$ cat config.mk
export PLATFORM = sky130hd
export DESIGN_NAME = instruction_fetch_unit_flat
export DESIGN_NICKNAME = d
export VERILOG_FILES = /design/src/rtl/instruction_fetch_unit_pkg.sv /design/src/rtl/instruction_fetch_unit_if.sv /design/src/rtl/instruction_fetch_unit_fetch_queue.sv /design/src/rtl/instruction_fetch_unit.sv /design/src/flat_wrapper.sv
export SDC_FILE = /design/constraint.sdc
export NUM_CORES = 1
export LEC_CHECK = 0
export CAP_MARGIN = 20
export CORE_MARGIN = 2
export CORE_UTILIZATION = 30
export DETAILED_ROUTE_END_ITERATION = 7
export DONT_BUFFER_PORTS = 1
export PLACE_DENSITY_LB_ADDON = 0.25
export SLEW_MARGIN = 20
export SYNTH_ARGS = -nofsm -noshare
export SYNTH_HDL_FRONTEND = slang
export SYNTH_SLANG_ARGS = --single-unit
$ cat constraint.sdc
create_clock -name clk -period 5.8 [get_ports clk]
set_clock_uncertainty 0.05 [all_clocks]
set_input_delay 0.58 -clock clk [delete_from_list [all_inputs] [get_ports clk]]
set_output_delay 0.58 -clock clk [all_outputs]
set_load 0.02 [all_outputs]
$ cat src/rtl/instruction_fetch_unit_pkg.sv
// Shared types and constants for the LEGv8 instruction fetch unit.
package ifu_pkg;

  typedef enum logic [1:0] {
    IDLE    = 2'd0,
    WAIT    = 2'd1,
    DISCARD = 2'd2
  } ifu_state_t;

  localparam int unsigned INSTR_BYTES      = 4;
  localparam logic [63:0] RESET_PC_DEFAULT = 64'h0;

endpackage

$ cat src/rtl/instruction_fetch_unit_if.sv
// Fetch-unit bundle: instruction-memory port, branch redirect and decode-side queue head.
interface instruction_fetch_unit_if #(
  parameter int ADDR_W  = 64,
  parameter int INSTR_W = 32
);

  logic               imem_req;
  logic [ADDR_W-1:0]  imem_addr;
  logic               imem_ack;
  logic [INSTR_W-1:0] imem_rdata;
  logic               redirect_valid;
  logic [ADDR_W-1:0]  redirect_pc;
  logic               out_valid;
  logic               out_ready;
  logic [INSTR_W-1:0] out_instr;
  logic [ADDR_W-1:0]  out_pc;

  // The fetch unit is the master; memory, execute and decode sit on the slave side.
  modport master (
    output imem_req, imem_addr,
    input  imem_ack, imem_rdata,
    input  redirect_valid, redirect_pc,
    output out_valid, out_instr, out_pc,
    input  out_ready
  );

  modport slave (
    input  imem_req, imem_addr,
    output imem_ack, imem_rdata,
    output redirect_valid, redirect_pc,
    input  out_valid, out_instr, out_pc,
    output out_ready
  );

endinterface

$ cat src/rtl/instruction_fetch_unit_fetch_queue.sv
// Prefetch FIFO holding {pc, instruction} pairs; synchronous flush, head masked to zero when empty.
module fetch_queue #(
  parameter  int WIDTH = 96,
  parameter  int DEPTH = 4,
  localparam int PTR_W = $clog2(DEPTH),
  localparam int CNT_W = PTR_W + 1
) (
  input  logic             clk,
  input  logic             reset,
  input  logic             i_push,
  input  logic             i_pop,
  input  logic             i_flush,
  input  logic [WIDTH-1:0] i_data,
  output logic [WIDTH-1:0] o_head,
  output logic [CNT_W-1:0] o_count,
  output logic             o_full,
  output logic             o_empty
);

  logic [WIDTH-1:0] r_mem [DEPTH];
  logic [PTR_W-1:0] r_wr_ptr;
  logic [PTR_W-1:0] r_rd_ptr;
  logic [CNT_W-1:0] r_count;
  logic             w_push_ok;
  logic             w_pop_ok;

  // A push into a full queue is only legal when the head leaves in the same cycle.
  assign w_push_ok = i_push && (!o_full || i_pop);
  assign w_pop_ok  = i_pop && !o_empty;

  // NOTE: sequential state uses non-blocking assignments so every register samples pre-edge values.
  always_ff @(posedge clk or posedge reset) begin
    if (reset) begin
      r_wr_ptr <= '0;
      r_rd_ptr <= '0;
      r_count  <= '0;
    end else if (i_flush) begin
      r_wr_ptr <= '0;
      r_rd_ptr <= '0;
      r_count  <= '0;
    end else begin
      if (w_push_ok) r_wr_ptr <= r_wr_ptr + PTR_W'(1);
      if (w_pop_ok)  r_rd_ptr <= r_rd_ptr + PTR_W'(1);
      r_count <= r_count + CNT_W'(w_push_ok) - CNT_W'(w_pop_ok);
    end
  end

  // NOTE: storage is not reset; r_count gates every read, so stale contents are never visible.
  always_ff @(posedge clk) begin
    if (w_push_ok) r_mem[r_wr_ptr] <= i_data;
  end

  assign o_count = r_count;
  assign o_full  = (r_count == CNT_W'(DEPTH));
  assign o_empty = (r_count == '0);
  assign o_head  = o_empty ? '0 : r_mem[r_rd_ptr];

endmodule

$ cat src/rtl/instruction_fetch_unit.sv
// LEGv8 fetch stage: one outstanding imem request, prefetch queue toward decode, branch redirect flush.
module instruction_fetch_unit
  import ifu_pkg::*;
#(
  parameter int               ADDR_W   = 64,
  parameter int               INSTR_W  = 32,
  parameter int               DEPTH    = 4,
  parameter logic [ADDR_W-1:0] RESET_PC = ADDR_W'(RESET_PC_DEFAULT)
) (
  input  logic                      clk,
  input  logic                      reset,
  instruction_fetch_unit_if.master  bus
);

  localparam int               CNT_W   = $clog2(DEPTH) + 1;
  localparam logic [ADDR_W-1:0] PC_STEP = ADDR_W'(INSTR_BYTES);

  ifu_state_t                r_state;
  ifu_state_t                w_state_next;
  logic [ADDR_W-1:0]         r_fetch_pc;
  logic [ADDR_W-1:0]         w_fetch_pc_next;
  logic [ADDR_W-1:0]         r_req_pc;
  logic [ADDR_W-1:0]         w_req_pc_next;
  logic [ADDR_W-1:0]         w_seq_pc;
  logic [ADDR_W-1:0]         w_redirect_pc;
  logic [CNT_W-1:0]          w_count;
  logic [CNT_W-1:0]          w_count_next;
  logic                      w_full;
  logic                      w_empty;
  logic                      w_ack;
  logic                      w_push;
  logic                      w_pop;
  logic                      w_flush;
  logic [ADDR_W+INSTR_W-1:0] w_head;

  assign w_ack         = bus.imem_ack && (r_state != IDLE);
  assign w_flush       = bus.redirect_valid;
  assign w_push        = (r_state == WAIT) && w_ack && !w_flush;
  assign w_pop         = !w_empty && bus.out_ready;
  assign w_count_next  = w_flush ? '0 : (w_count + CNT_W'(w_push) - CNT_W'(w_pop));
  assign w_seq_pc      = r_req_pc + PC_STEP;
  assign w_redirect_pc = bus.redirect_pc & ~ADDR_W'(3);

  fetch_queue #(
    .WIDTH (ADDR_W + INSTR_W),
    .DEPTH (DEPTH)
  ) u_queue (
    .clk     (clk),
    .reset   (reset),
    .i_push  (w_push),
    .i_pop   (w_pop),
    .i_flush (w_flush),
    .i_data  ({r_req_pc, bus.imem_rdata}),
    .o_head  (w_head),
    .o_count (w_count),
    .o_full  (w_full),
    .o_empty (w_empty)
  );

  always_ff @(posedge clk or posedge reset) begin
    if (reset) begin
      r_state    <= IDLE;
      r_fetch_pc <= RESET_PC;
      r_req_pc   <= RESET_PC;
    end else begin
      r_state    <= w_state_next;
      r_fetch_pc <= w_fetch_pc_next;
      r_req_pc   <= w_req_pc_next;
    end
  end

  // NOTE: every always_comb output gets a default first, so no path can infer a latch.
  always_comb begin
    w_state_next    = r_state;
    w_fetch_pc_next = r_fetch_pc;
    w_req_pc_next   = r_req_pc;
    if (w_flush) begin
      // An unanswered request keeps its address on the bus; only its data is dropped later.
      w_fetch_pc_next = w_redirect_pc;
      w_state_next    = ((r_state != IDLE) && !w_ack) ? DISCARD : IDLE;
    end else begin
      unique case (r_state)
        IDLE: begin
          if (!w_full) begin
            w_state_next  = WAIT;
            w_req_pc_next = r_fetch_pc;
          end
        end
        WAIT: begin
          if (w_ack) begin
            w_fetch_pc_next = w_seq_pc;
            if (w_count_next < CNT_W'(DEPTH)) begin
              w_state_next  = WAIT;
              w_req_pc_next = w_seq_pc;
            end else begin
              w_state_next = IDLE;
            end
          end
        end
        DISCARD: begin
          if (w_ack) w_state_next = IDLE;
        end
        default: w_state_next = IDLE;
      endcase
    end
  end

  assign bus.imem_req  = (r_state != IDLE);
  assign bus.imem_addr = r_req_pc;
  assign bus.out_valid = !w_empty;
  assign bus.out_pc    = w_head[ADDR_W+INSTR_W-1:INSTR_W];
  assign bus.out_instr = w_head[INSTR_W-1:0];

endmodule

$ cat src/flat_wrapper.sv
// flat-port wrapper written by rule: the top's interface ports become plain ports
module instruction_fetch_unit_flat import ifu_pkg::*;
#(
  parameter int               ADDR_W   = 64,
  parameter int               INSTR_W  = 32,
  parameter int               DEPTH    = 4,
  parameter logic [ADDR_W-1:0] RESET_PC = ADDR_W'(RESET_PC_DEFAULT)
)
  (clk, reset, bus_imem_req, bus_imem_addr, bus_imem_ack, bus_imem_rdata, bus_redirect_valid, bus_redirect_pc, bus_out_valid, bus_out_instr, bus_out_pc, bus_out_ready);
  instruction_fetch_unit_if #(.ADDR_W(ADDR_W), .INSTR_W(INSTR_W)) bus_i ();
  input  logic clk;
  input  logic reset;
  output wire logic [$bits(bus_i.imem_req)-1:0] bus_imem_req;
  output wire logic [$bits(bus_i.imem_addr)-1:0] bus_imem_addr;
  input wire logic [$bits(bus_i.imem_ack)-1:0] bus_imem_ack;
  input wire logic [$bits(bus_i.imem_rdata)-1:0] bus_imem_rdata;
  input wire logic [$bits(bus_i.redirect_valid)-1:0] bus_redirect_valid;
  input wire logic [$bits(bus_i.redirect_pc)-1:0] bus_redirect_pc;
  output wire logic [$bits(bus_i.out_valid)-1:0] bus_out_valid;
  output wire logic [$bits(bus_i.out_instr)-1:0] bus_out_instr;
  output wire logic [$bits(bus_i.out_pc)-1:0] bus_out_pc;
  input wire logic [$bits(bus_i.out_ready)-1:0] bus_out_ready;
  assign bus_imem_req = bus_i.imem_req;
  assign bus_imem_addr = bus_i.imem_addr;
  assign bus_i.imem_ack = bus_imem_ack;
  assign bus_i.imem_rdata = bus_imem_rdata;
  assign bus_i.redirect_valid = bus_redirect_valid;
  assign bus_i.redirect_pc = bus_redirect_pc;
  assign bus_out_valid = bus_i.out_valid;
  assign bus_out_instr = bus_i.out_instr;
  assign bus_out_pc = bus_i.out_pc;
  assign bus_i.out_ready = bus_out_ready;
  instruction_fetch_unit #(.ADDR_W(ADDR_W), .INSTR_W(INSTR_W), .DEPTH(DEPTH), .RESET_PC(RESET_PC)) u_core (.clk(clk), .reset(reset), .bus(bus_i));
endmodule
Word-level counts from Yosys, hierarchy flattened
Memory sizes are Yosys's and may differ from the RTL's.
Index checks and enable logic that the tools add are counted.
{"block": "totals", "ramBits": 384, "word_cells": 71, "register_bits": 137, "n_memories": 1, "output_inout_bits": 162, "inputBits": 101}
{"block": "op_classes", "n_addsub": 7, "mux": 23, "magnitude_cmp": 1, "n_reduce_logical": 23, "bitwise_logic": 1, "eq_ne": 9}
{"memory": "u_core.u_queue.r_mem", "words": 4, "word_bits": 96, "rd": 1, "rd_clocked_by_memory_dff": 0, "wr": 1, "line_no": "instruction_fetch_unit_fetch_queue.sv:20", "text": "logic [WIDTH-1:0] r_mem [DEPTH];"}
{"cell": "2-to-1 mux 64 bit", "count": 6}
{"cell": "one-hot mux 64 bit (2 select lines)", "count": 1}
{"cell": "2-to-1 mux 96 bit", "count": 1}
{"cell": "adder 64 x 3 -> 64 bit, second input constant", "count": 1}
{"cell": "2-to-1 mux 2 bit", "count": 9}
{"cell": "nonzero test 2 bit", "count": 6}
{"cell": "logical AND 1 bit", "count": 7}
{"cell": "adder 3 x 1 -> 3 bit", "count": 2}
{"cell": "2-to-1 mux 3 bit", "count": 2}
{"cell": "!= test 3 x 2 -> 1 bit, second input constant", "count": 2}
{"cell": "one-hot mux 2 bit (3 select lines)", "count": 1}
{"cell": "subtractor 3 x 1 -> 3 bit", "count": 2}
{"cell": "AND reduction 5 bit", "count": 1}
{"cell": "adder 2 x 1 -> 2 bit, second input constant", "count": 2}
{"cell": "zero test 1 bit", "count": 4}
{"cell": "!= test 2 bit, second input constant", "count": 2}
{"cell": "== test 3 bit, second input constant", "count": 1}
{"cell": "zero test 3 bit", "count": 1}
{"cell": "< comparator 3 bit, second input constant", "count": 1}
{"cell": "2-to-1 mux 1 bit", "count": 3}
{"cell": "!= test 3 bit, second input constant", "count": 1}
{"cell": "AND reduction 3 bit", "count": 1}
{"cell": "== test 2 x 1 -> 1 bit, second input constant", "count": 1}
{"cell": "== test 2 bit, second input constant", "count": 1}
{"cell": "other kinds (5)", "count": 5}

Depth between registers and ports, before layout
Gate-level depths: netlist (run 1).
{"block": "logic_depth", "word_depth": 12, "ltp_mapped": 14, "mapped_depth_nobuf": 12}

Hierarchy
From an unflattened synthesis (run 1), not the netlist that was laid out.
{"block": "unflattened", "cells_unflattened": 1625, "area_unflattened_um2": 22858.2}
{"module": "fetch_queue", "area_each_um2": 14920.6, "cells_each": 658, "seq_area_each_um2": 11706.2, "instances": 1}
{"module": "instruction_fetch_unit", "area_each_um2": 7937.6, "cells_each": 967, "seq_area_each_um2": 3253.1, "instances": 1}

Worst setup path before layout (run 1)
Ideal clock, no wire load.
{"block": "synth_path", "path_kind": "in2reg", "start": "input bus_redirect_valid", "end": "memory u_core.u_queue.r_mem[0][0] (enable)", "setup_ps": 466, "setup_slack_ps": 1860, "stages": 4, "required_ps": 5284, "n_path_buf": 1, "t_arrival_ps": 3424, "cell_sequence": "nand4bb_1 -> buf_2 -> nor2_1 -> and2_1"}
{"block": "synth_between", "elab_chain_cells": 5}
{"item": "start, declared", "line_no": "flat_wrapper.sv:17", "text": "input wire logic [$bits(bus_i.redirect_valid)-1:0] bus_redirect_valid;"}
{"item": "zero test 1 bit", "line_no": "instruction_fetch_unit.sv:38", "text": "assign w_push = (r_state == WAIT) && w_ack && !w_flush;"}
{"item": "logical AND 1 bit", "line_no": "instruction_fetch_unit.sv:38"}
{"item": "logical AND 1 bit", "line_no": "instruction_fetch_unit_fetch_queue.sv:28", "text": "assign w_push_ok = i_push && (!o_full || i_pop);"}
{"item": "2-to-1 mux 1 bit", "line_no": "instruction_fetch_unit_fetch_queue.sv:50", "text": "if (w_push_ok) r_mem[r_wr_ptr] <= i_data;"}
{"item": "2-to-1 mux 1 bit (not written as such)", "line_no": "instruction_fetch_unit_fetch_queue.sv:50"}
{"item": "end, declared", "line_no": "instruction_fetch_unit_fetch_queue.sv:20"}
No other way between the ends.

Worst setup path after layout (run 1)
{"block": "layout_path", "start": "register u_core.u_queue.r_count[1] (netlist: u_core.u_queue.o_count[1])", "end": "register u_core.r_req_pc[10] (netlist: u_core.bus.imem_addr[10])"}
{"block": "layout_between", "elab_chain_cells": 8, "elab_cells_between_ends": 11, "classes_between": "add/sub (2); order compare (1); eq/ne (3); mux (1); reduce/logical (4)"}
{"item": "start, declared", "line_no": "instruction_fetch_unit_fetch_queue.sv:23", "text": "logic [CNT_W-1:0] r_count;"}
{"item": "start signal, assigned", "line_no": "instruction_fetch_unit_fetch_queue.sv:44", "text": "r_count <= r_count + CNT_W'(w_push_ok) - CNT_W'(w_pop_ok);"}
{"item": "zero test 3 bit", "line_no": "instruction_fetch_unit_fetch_queue.sv:55", "text": "assign o_empty = (r_count == '0);"}
{"item": "zero test 1 bit"}
{"item": "named net bus_out_valid", "line_no": "flat_wrapper.sv:19", "text": "output wire logic [$bits(bus_i.out_valid)-1:0] bus_out_valid;"}
{"item": "logical AND 1 bit", "line_no": "instruction_fetch_unit.sv:39", "text": "assign w_pop = !w_empty && bus.out_ready;"}
{"item": "subtractor 3 x 1 -> 3 bit", "line_no": "instruction_fetch_unit.sv:40", "text": "assign w_count_next = w_flush ? '0 : (w_count + CNT_W'(w_push) - CNT_W'(w_pop));"}
{"item": "2-to-1 mux 3 bit", "line_no": "instruction_fetch_unit.sv:40"}
{"item": "< comparator 3 bit", "line_no": "instruction_fetch_unit.sv:92", "text": "if (w_count_next < CNT_W'(DEPTH)) begin"}
{"item": "!= test 2 bit (no source line)"}
{"item": "AND reduction 5 bit (no source line)"}
{"item": "end signal, assigned", "line_no": "instruction_fetch_unit.sv:68", "text": "r_req_pc <= w_req_pc_next;"}
{"item": "end, declared", "line_no": "instruction_fetch_unit.sv:22", "text": "logic [ADDR_W-1:0] r_req_pc;"}
The timed path passes the listed nets, and every way through them passes these cells.
A chain may end at the register's enable or synchronous reset.

==> key figures, run 1 <==
Global route
  – Initial antenna violation count: 13
  – Vias in the first global route: 13683
  – Largest net degree at the start of global routing: 137
  – Total track usage: 0.158
  – First-pass GRT wire length: 92000 um
  – Grt ovf: 0

Pwr
  – Leak: 8.63 nW
  – P_int: 8.29 mW
  – Worst VDD drop: 267 uV
  – Switching Fraction: 0.374
  – Sw Pwr: 4.94 mW
  – Sequential share of power: 0.448
  – Comb power frac: 0.269
  – Clock Power Share: 0.283
  – PwrDens: 510 nW/um^2

Yosys
  – Yosys reg bits: 521
  – Post-synth ARST share: 0.263
  – Synth unique cells: 60
  – Cell taking the most area after synthesis: edfxtp_1
  – Fraction of the yosys area taken by sequential cells: 0.663
  – Average cell area after synthesis: 14.7 um^2
  – Post-Syn Area: 22600 um^2
  – Mapped Cells: 1535
  – Largest cells by area after synthesis: edfxtp_1, dfrtp_1, mux4_2, and2_1, nand2_1
  – Predominant post-synthesis flop cell: edfxtp_1
  – Syn_nets: 1646
  – Post-synth EDFFs: 384
  – Yosys warnings: 0
  – Post-synth top area share: 0.511

Timing
  – Worst-Margin Slew: 1.07 ns
  – Final max-slew violation count: 0
  – Tcrit/Tclk final: 0.665
  – Rel. slew slack: 0.283
  – Final min period: 3.85 ns
  – RSZ-0062 raised after global routing: no
  – Hold Vio Cnt, Final: 0
  – # setup viols final: 0
  – Max Clk Rate: 259 MHz
  – Setup TNS: 0 ns

Setup path
  – Critical path type: reg -> reg
  – Crit-path most repeated cell: ha_1
  – CP cell instances: or3_4 -> and2_1 -> ha_1 -> inv_1 -> ha_1 -> nor3b_2 -> mux2i_1 -> or3_2 -> buf_4 -> a211oi_1 -> a21o_1
  – Worst path slowest cell: or3_2
  – CP Buf/Inv Count: 2
  – Data arrival, critical path: 4.35 ns
  – CP peak stage delay: 0.87 ns
  – Setup crit end kind: flip-flop
  – CP startpoint kind: flip-flop
  – CP max FO: 40
  – Top delay family on crit path: simple AND/OR/NAND/NOR gates
  – Crit path required time: 6.29 ns

Clocking
  – Num Clock Sinks: 521
  – CTS tree: done
  – Clk buf depth: 3
  – Worst-Skew Late Latency: 0.61 ns
  – Clk pin slew, worst setup/hold paths: 0.06 ns
  – CTS H-tree lvls: 2
  – Post-CTS setup buffers: 0
  – Clock Root Buffer: clkbuf_16
  – TritonCTS Buffers: 58
  – Post_cts resized: 0

Die
  – Die Area: 77400 um^2
  – Die Wd: 278 um
  – Core Area: 74400 um^2
  – # rows: 100
  – Vert. Die Dim: 278 um
  – I/O pin total: 263
  – Starting Density: 0.303

Place
  – IO buf count: 0
  – RePlAce Congestion: 0.721
  – DP HPWL: 37600 um
  – Placed cell count: 2425

Cells and area
  – Layout Cells excl Fill: 2573
  – Filler cell count: 7121
  – Share of cells above drive strength 1: 0.154
  – Nets: 1662
  – Area grow syn2layout: 14.9%

Route
  – Antenna viol nets, final: 0
  – Residual DRC: 0
  – DR pass1 iterations: 5
  – Vias/cell: 5.14
  – Initial drt markers: 914
  – Routed via count: 13225
  – Average wire per standard cell: 24.1 um
  – Final wirelength: 61900 um

Min path
  – Worst hold path class: in -> reg

Outcome
  – Status: finished, final reports clean

Run
  – Max-cap viol count: 0
[power by group through the flow]
stage               Combinational (mW)  Sequential (mW)  Clock (mW)
floorplan                         2.95             5.52           0
global placement                  3.55             5.99           0
detailed placement                3.61             6.04           0
CTS                               3.64             5.96        3.84
global route                      3.91             6.06        3.98
finish                            3.56             5.93        3.74
[metal layers]
metal  wire length, um  GRT usage  vias up
met1             26800      0.209     6852
li1                  -          -     5921
met4              1430     0.0423       22
met2             29000      0.253      330
met5               138          0        -
met3              4530     0.0473      100
[per-stage QoR]
| stage | area (um^2) | total power [mW] | hold slack, ns | worst slack, ns | utilization |
|---|---|---|---|---|---|
| after global routing | 25900 | 13.9 | 0.0253 | 1.69 | 0.348 |
| after CTS | 25900 | 13.4 | 0.00291 | 1.86 | 0.348 |
| after global placement | 23600 | 9.54 | 0.435 | 2.00 | 0.318 |
| after floorplan | 22600 | 8.48 | 0.407 | 1.50 | - |
| final | 25900 | 13.2 | 0.0465 | 1.95 | 0.348 |
| after detailed placement | 23600 | 9.65 | 0.447 | 1.90 | 0.318 |
[cell usage in the layout (no fill, tap or decap), types with 11 or more instances in the layout]
cell,count
and2_1,105
nand4_1,20
o22a_1,19
nor2_1,77
clkinv_1,15
dfrtp_1,135
mux4_2,96
o22ai_1,21
o221ai_1,44
nand2_1,160
a21oi_1,40
edfxtp_1,384
inv_1,14
xor2_1,28
xnor2_1,36
buf_4,25
o21a_1,11
clkbuf_1,11
dlygate4sd3_1,35
o21ai_0,37
nand3_1,22
a31oi_1,22
and3_1,12
a2bb2oi_1,21
clkbuf_16,61
[final cells by class]
class	instances	area (um^2)	area share
multi-input combinational	893	7180	0.277
clock buffer	72	1570	0.0605
tap	969	1210	0.0468
timing repair buffer	62	578	0.0223
clock inverter	38	364	0.0140
inverter	15	61.3	0.00236
sequential	521	15000	0.577
antenna	3	7.51	0.000289
[synth_stat cells, drive strengths merged (2+ instances only)]
cell type / count
a211oi: 6
a21o: 4
a21oi: 41
a22o: 4
a22oi: 4
a2bb2oi: 22
a31oi: 22
and2: 110
and3: 12
and4: 9
buf: 30
clkbuf: 76
dfrtp: 137
edfxtp: 384
ha: 9
inv: 15
mux2: 2
mux2i: 10
mux4: 96
nand2: 161
nand2b: 2
nand3: 25
nand4: 23
nor2: 78
nor2b: 3
nor3: 13
nor3b: 4
nor4: 14
o21a: 11
o21ai: 39
o221ai: 44
o22a: 19
o22ai: 21
o2bb2ai: 2
o31ai: 4
or2: 2
or3: 4
or4: 3
xnor2: 36
xor2: 28
[flip-flops by register name, indices dropped and copies added, names as in the netlist]
signal,flops
u_core.bus.imem_addr,64
u_core.u_queue.r_wr_ptr,2
u_core.r_fetch_pc,64
u_core.u_queue.r_rd_ptr,2
u_core.u_queue.o_count,3
u_core.u_queue.r_mem,384
u_core.r_state,2
[worst reg2reg max path, stage by stage, from the launching register on]
cell and delay [ns]:
dfrtp_1 0.43, or3_4 0.64, and2_1 0.27, ha_1 0.17, inv_1 0.05, ha_1 0.21
nor3b_2 0.16, mux2i_1 0.18, or3_2 0.87, buf_4 0.37, a211oi_1 0.27, a21o_1 0.12
[final timing paths]
| path | from | to | slack [ns] | cells past startpoint |
|---|---|---|---|---|
| max | u_core.u_queue.o_count[1] | u_core.bus.imem_addr[10] | 1.95 | 11 |
| min | bus_redirect_pc[46] | u_core.r_fetch_pc[46] | 0.05 | 2 |
| max reg2reg | u_core.u_queue.o_count[1] | u_core.bus.imem_addr[10] | 1.95 | 11 |
| min reg2reg | u_core.r_fetch_pc[1] | u_core.bus.imem_addr[1] | 0.46 | 1 |
| max in group asynchronous | reset | u_core.u_queue.r_rd_ptr[0] | 3.69 | 3 |
| min in group asynchronous | reset | u_core.r_fetch_pc[10] | 0.61 | 2 |
[repair_timing]
item / CTS / global route
hold buffers: 35 / 0
hold endpoints to repair: 208 / 0
endpoints found under the setup margin: 0 / 0
[kinds of logic (layout without fill, tap and decap cells)]
group                    Yosys count  after routing  synth area share
flip-flops                       521            521             0.663
AND/OR/NAND/NOR                  466            466             0.108
AO/OA/AOI/OAI                    245            245            0.0758
buffers and inverters            121            187            0.0214
multiplexers                     108            108             0.101
XOR/XNOR                          64             64            0.0248
adder cells (fa/ha/maj)           10             10           0.00588
other                              0              3                 0
Power figures use the tool's default switching activity.
==> run 2, diff against run 1 <==
- clock period: 5.8 -> 3.9 ns (I/O delays scaled with it)
==> key figures, run 2 (same netlist as run 1, synthesis figures left out) <==
Outcome
  – Status: finished, final reports clean

Route
  – Final wirelength: 62700 um
  – Routed via count: 13743
  – Residual DRC: 0
  – Antenna viol nets, final: 0
  – Initial drt markers: 943
  – Vias/cell: 5.15
  – Average wire per standard cell: 23.5 um
  – DR pass1 iterations: 5

Die
  – Die Wd: 278 um
  – # rows: 100
  – Core Area: 74400 um^2
  – I/O pin total: 263
  – Vert. Die Dim: 278 um
  – Starting Density: 0.303
  – Die Area: 77400 um^2

Setup path
  – Crit path from: u_core.u_queue.o_count[1]
  – CP startpoint kind: flip-flop
  – CP cell instances: or3_4 -> and2_1 -> ha_1 -> inv_1 -> ha_1 -> nor3b_2 -> mux2i_1 -> or3_2 -> buf_12 -> a21oi_1 -> a2bb2oi_1
  – Crit path required time: 4.37 ns
  – Crit-path most repeated cell: ha_1
  – Setup crit end kind: flip-flop
  – Reg-to-reg startpoint: u_core.u_queue.o_count[1]
  – Worst path slowest cell: or3_2
  – CP peak stage delay: 0.74 ns
  – CP max FO: 46
  – Data arrival, critical path: 3.81 ns
  – Critical path type: reg -> reg

Global route
  – Largest net degree at the start of global routing: 133
  – Grt ovf: 0
  – First-pass GRT wire length: 93400 um
  – Vias in the first global route: 14288
  – Initial antenna violation count: 10
  – Total track usage: 0.160

Clocking
  – CTS tree: done
  – Hold-fix buffers, CTS: 99
  – CTS H-tree lvls: 2
  – Num Clock Sinks: 521
  – Post-CTS setup buffers: 0
  – Clk buf depth: 3
  – Post_cts resized: 0
  – TritonCTS Buffers: 59
  – Clock Root Buffer: clkbuf_16
  – Clk pin slew, worst setup/hold paths: 0.06 ns
  – Worst-Skew Late Latency: 0.64 ns

Pwr
  – Leak: 9.06 nW
  – Clock Power Share: 0.268
  – P_int: 12.4 mW
  – Sw Pwr: 7.53 mW
  – Worst VDD drop: 429 uV
  – PwrDens: 738 nW/um^2
  – Comb power frac: 0.317
  – Switching Fraction: 0.378
  – Sequential share of power: 0.415
  – Total power: 19.9 mW

Timing
  – # setup viols final: 0
  – Final max-slew violation count: 0
  – Setup TNS: 0 ns
  – Final min period: 3.34 ns
  – Rel. slew slack: 0.425
  – Max Clk Rate: 300 MHz
  – Hold Vio Cnt, Final: 0
  – Fin Hold WS: 0.0721 ns
  – Worst-Margin Slew: 0.863 ns
  – Tcrit/Tclk final: 0.856
  – RSZ-0062 raised after global routing: no

Place
  – RePlAce Congestion: 0.734
  – DP HPWL: 37700 um
  – IO buf count: 0

Cells and area
  – Max reg flops: 384
  – Nets: 1757
  – Commonest non-fill, non-tap cell in the layout: edfxtp_1
  – Largest register by flop count: u_core.u_queue.r_mem
  – Share of cells above drive strength 1: 0.163
  – Area grow syn2layout: 19.3%
  – Commonest cells after routing, fill and taps aside: edfxtp_1, nand2_1, dfrtp_1, and2_1, dlygate4sd3_1
  – Filler cell count: 7069

Run
  – Max-cap viol count: 0

Min path
  – Worst hold path class: in -> reg
  – Hold Path Origin: bus_redirect_valid
run 2: metrics by stage:
step / setup WS, ns / cell area, um^2 / util / std cells
global placement: 0.668 / 24100 / 0.323 / 2455
floorplan: 0.119 / 22600 / - / 1535
CTS: 0.540 / 26900 / 0.362 / 2663
finish: 0.562 / 26900 / 0.362 / 2668
detailed placement: 0.626 / 24100 / 0.323 / 2455
global route: 0.424 / 26900 / 0.362 / 2664
run 2: metal layers:
layer	wire, um	global-route usage	vias to the layer above
li1	-	-	6119
met1	28000	0.216	7196
met2	29100	0.255	317
met3	4010	0.0415	97
met4	1480	0.0455	14
met5	89	0	-
run 2: final timing paths:
check	to	slack, ns	cells after the start
max in group asynchronous	u_core.r_fetch_pc[52]	2.50	3
hold reg to reg	u_core.r_fetch_pc[21]	0.44	2
setup / recovery	u_core.bus.imem_addr[40]	0.56	11
min in group asynchronous	u_core.bus.imem_addr[10]	0.34	2
setup reg to reg	u_core.bus.imem_addr[40]	0.56	11
hold / removal	u_core.r_fetch_pc[7]	0.07	2
run 2: power by group through the flow:
| stage | clock (mW) | sequential [mW] | combinational (mW) |
|---|---|---|---|
| final | 5.33 | 8.25 | 6.31 |
| after global routing | 5.70 | 8.40 | 6.88 |
| after CTS | 5.48 | 8.28 | 6.43 |
| after detailed placement | 0 | 8.40 | 6.27 |
| after global placement | 0 | 8.35 | 6.18 |
| after floorplan | 0 | 8.21 | 4.39 |
run 2: layout make-up:
type,instances,area [um^2],area share
Inverter,15,60.1,0.00223
Sequential cell,521,15000,0.556
Multi-Input combinational cell,893,7180,0.266
Clock inverter,35,263,0.00976
Tap cell,969,1210,0.0450
Timing Repair Buffer,156,1650,0.0612
Antenna cell,5,12.5,0.000465
Clock buffer,74,1600,0.0592
run 2: worst max-delay path, delay by kind of cell, from the launching register on:
family          cells  cell delay (ns)
simple gates        4             1.45
buf+inv             2             0.34
fa+ha+maj           2             0.38
compound gates      2             0.39
mux                 1             0.14
flops               1             0.43
==> run 3, diff against run 2 <==
- CORE_ASPECT_RATIO: not set -> 0.9
==> key figures, run 3 (same netlist as run 1, synthesis figures left out) <==
Route
  – Residual DRC: 0
  – Antenna viol nets, final: 0
  – Vias/cell: 5.16
  – Max Used Layer: met5
  – Routed via count: 13747
  – Met3 WL: 3850 um
  – Final wirelength: 62800 um
  – DR pass1 iterations: 4
  – DRT met1 WL: 27700 um
  – Initial drt markers: 931
  – Met2 WL post-DR: 29600 um
  – Average wire per standard cell: 23.5 um

Clocking
  – Clock Root Buffer: clkbuf_16
  – TritonCTS Buffers: 57
  – Post_cts resized: 0
  – CTS tree: done
  – Clk pin slew, worst setup/hold paths: 0.06 ns
  – Worst-Skew Late Latency: 0.62 ns
  – Num Clock Sinks: 521
  – Clk buf depth: 3
  – CTS H-tree lvls: 2

Timing
  – Fin Hold WS: 0.0860 ns
  – Setup TNS: 0 ns
  – Max Clk Rate: 305 MHz
  – Rel. slew slack: 0.295
  – Hold Vio Cnt, Final: 0
  – Tcrit/Tclk final: 0.842
  – Worst-Margin Slew: 1.06 ns
  – Final min period: 3.28 ns
  – RSZ-0062 raised after global routing: no
  – Final max-slew violation count: 0
  – # setup viols final: 0

Setup path
  – Data arrival, critical path: 2.84 ns
  – Setup crit end kind: primary output
  – Crit-path most repeated cell: buf_4
  – CP peak stage delay: 0.72 ns
  – CP Buf/Inv Count: 2
  – Crit path from: u_core.u_queue.o_count[1]
  – Reg-to-reg startpoint: u_core.bus.imem_addr[26]
  – Reg2Reg Capture Point: u_core.bus.imem_addr[45]
  – Flop-to-flop setup slack: 0.68 ns
  – Top delay family on crit path: buffers and inverters
  – CP startpoint kind: flip-flop
  – Critical path type: reg -> out
  – Crit path required time: 3.46 ns
  – CP max FO: 59
  – Worst reg2reg path depth: 7
  – CP cell instances: or3_4 -> buf_4 -> buf_4 -> and2_1
  – Worst path slowest cell: buf_4
  – Critical path depth in cells: 4

Global route
  – Largest net degree at the start of global routing: 138
  – First-pass GRT wire length: 93400 um
  – Vias in the first global route: 14157
  – Grt ovf: 0
  – Initial antenna violation count: 16
  – Total track usage: 0.161

Min path
  – Hold Path Origin: bus_out_ready
  – Worst hold path class: in -> reg
  – Worst Hold Depth: 3
  – Hold worst-path end: u_core.u_queue.r_rd_ptr[0]

Pwr
  – P_int: 12.8 mW
  – Worst VDD drop: 414 uV
  – Clock Power Share: 0.285
  – Sequential share of power: 0.403
  – Sw Pwr: 7.50 mW
  – Switching Fraction: 0.369
  – PwrDens: 753 nW/um^2
  – Comb power frac: 0.312
  – Leak: 9.12 nW

Cells and area
  – Filler cell count: 7004
  – Nets: 1756
  – Area grow syn2layout: 19.7%
  – Share of cells above drive strength 1: 0.169
  – Multi-input logic area: 7160 um^2
  – Largest register by flop count: u_core.u_queue.r_mem
  – Commonest cells after routing, fill and taps aside: edfxtp_1, nand2_1, dfrtp_1, and2_1, dlygate4sd3_1
  – Max reg flops: 384
  – Commonest non-fill, non-tap cell in the layout: edfxtp_1
  – Storage cell area: 15000 um^2

Die
  – Die Area: 77400 um^2
  – Core Area: 74500 um^2
  – Starting Density: 0.303
  – I/O pin total: 263
  – Vert. Die Dim: 264 um
  – # rows: 95
  – Die Wd: 293 um

Place
  – DP HPWL: 38400 um
  – RePlAce Congestion: 0.728
  – IO buf count: 0

Outcome
  – Status: finished, final reports clean

Run
  – Max-cap viol count: 0
run 3: changes by cell type in the layout (fill, tap and decap cells not counted), sizes merged:
cell | previous run | this run
clkinv | 28 | 20
dlygate4sd3 | 98 | 97
buf | 58 | 60
clkbuf | 74 | 67
bufinv | 2 | 13
run 3: worst min-delay path, delay by kind of cell:
kind	cells	cell delay, ns
and+or+nand+nor	2	0.24
xor gates and xnor gates	1	0.08
run 3: what timing repair did:
action                    4_1_cts  5_1_grt
setup buffers                   0        0
hold endpoints to repair      338        0
hold buffers                   98        0
run 3: stage by stage:
stage	worst slack (ns)	utilization	instance area, um^2	total power [mW]	instances
2_1_floorplan	0.119	-	22600	12.6	1535
3_3_place_gp	0.758	0.322	24000	14.5	2458
3_5_place_dp	0.735	0.322	24000	14.7	2458
4_1_cts	0.514	0.362	27000	20.7	2661
5_1_grt	0.326	0.362	27000	21.4	2664
6_report	0.618	0.362	27000	20.3	2666
run 3: layout make-up:
type | count | share of cell area
clock buffers | 67 | 0.0542
flip-flops and latches | 521 | 0.554
repair buffers | 157 | 0.0585
well taps | 970 | 0.0449
inverters | 15 | 0.00222
clock inverters | 38 | 0.0202
diodes | 5 | 0.000463
multi-input cells | 893 | 0.265
run 3: routing by layer:
metal	GRT usage	vias up
met4	0.0485	20
met2	0.260	323
li1	-	6109
met3	0.0417	93
met1	0.213	7202
met5	0	-
run 3: how the worst max path moves through the flow:
stage and end:
3_3_place_gp u_core.bus.imem_addr[45], 4_1_cts bus_out_pc[33], 6_report bus_out_pc[33], 3_5_place_dp u_core.bus.imem_addr[59]
5_1_grt u_core.bus.imem_addr[45], 2_1_floorplan u_core.u_queue.r_mem[2][0]
run 3: power by group through the flow:
| stage | Clock (mW) | Sequential [mW] | Combinational [mW] |
|---|---|---|---|
| floorplan | 0 | 8.21 | 4.39 |
| global placement | 0 | 8.30 | 6.24 |
| detailed placement | 0 | 8.35 | 6.33 |
| CTS | 5.95 | 8.23 | 6.49 |
| global route | 6.15 | 8.34 | 6.91 |
| finish | 5.80 | 8.19 | 6.34 |
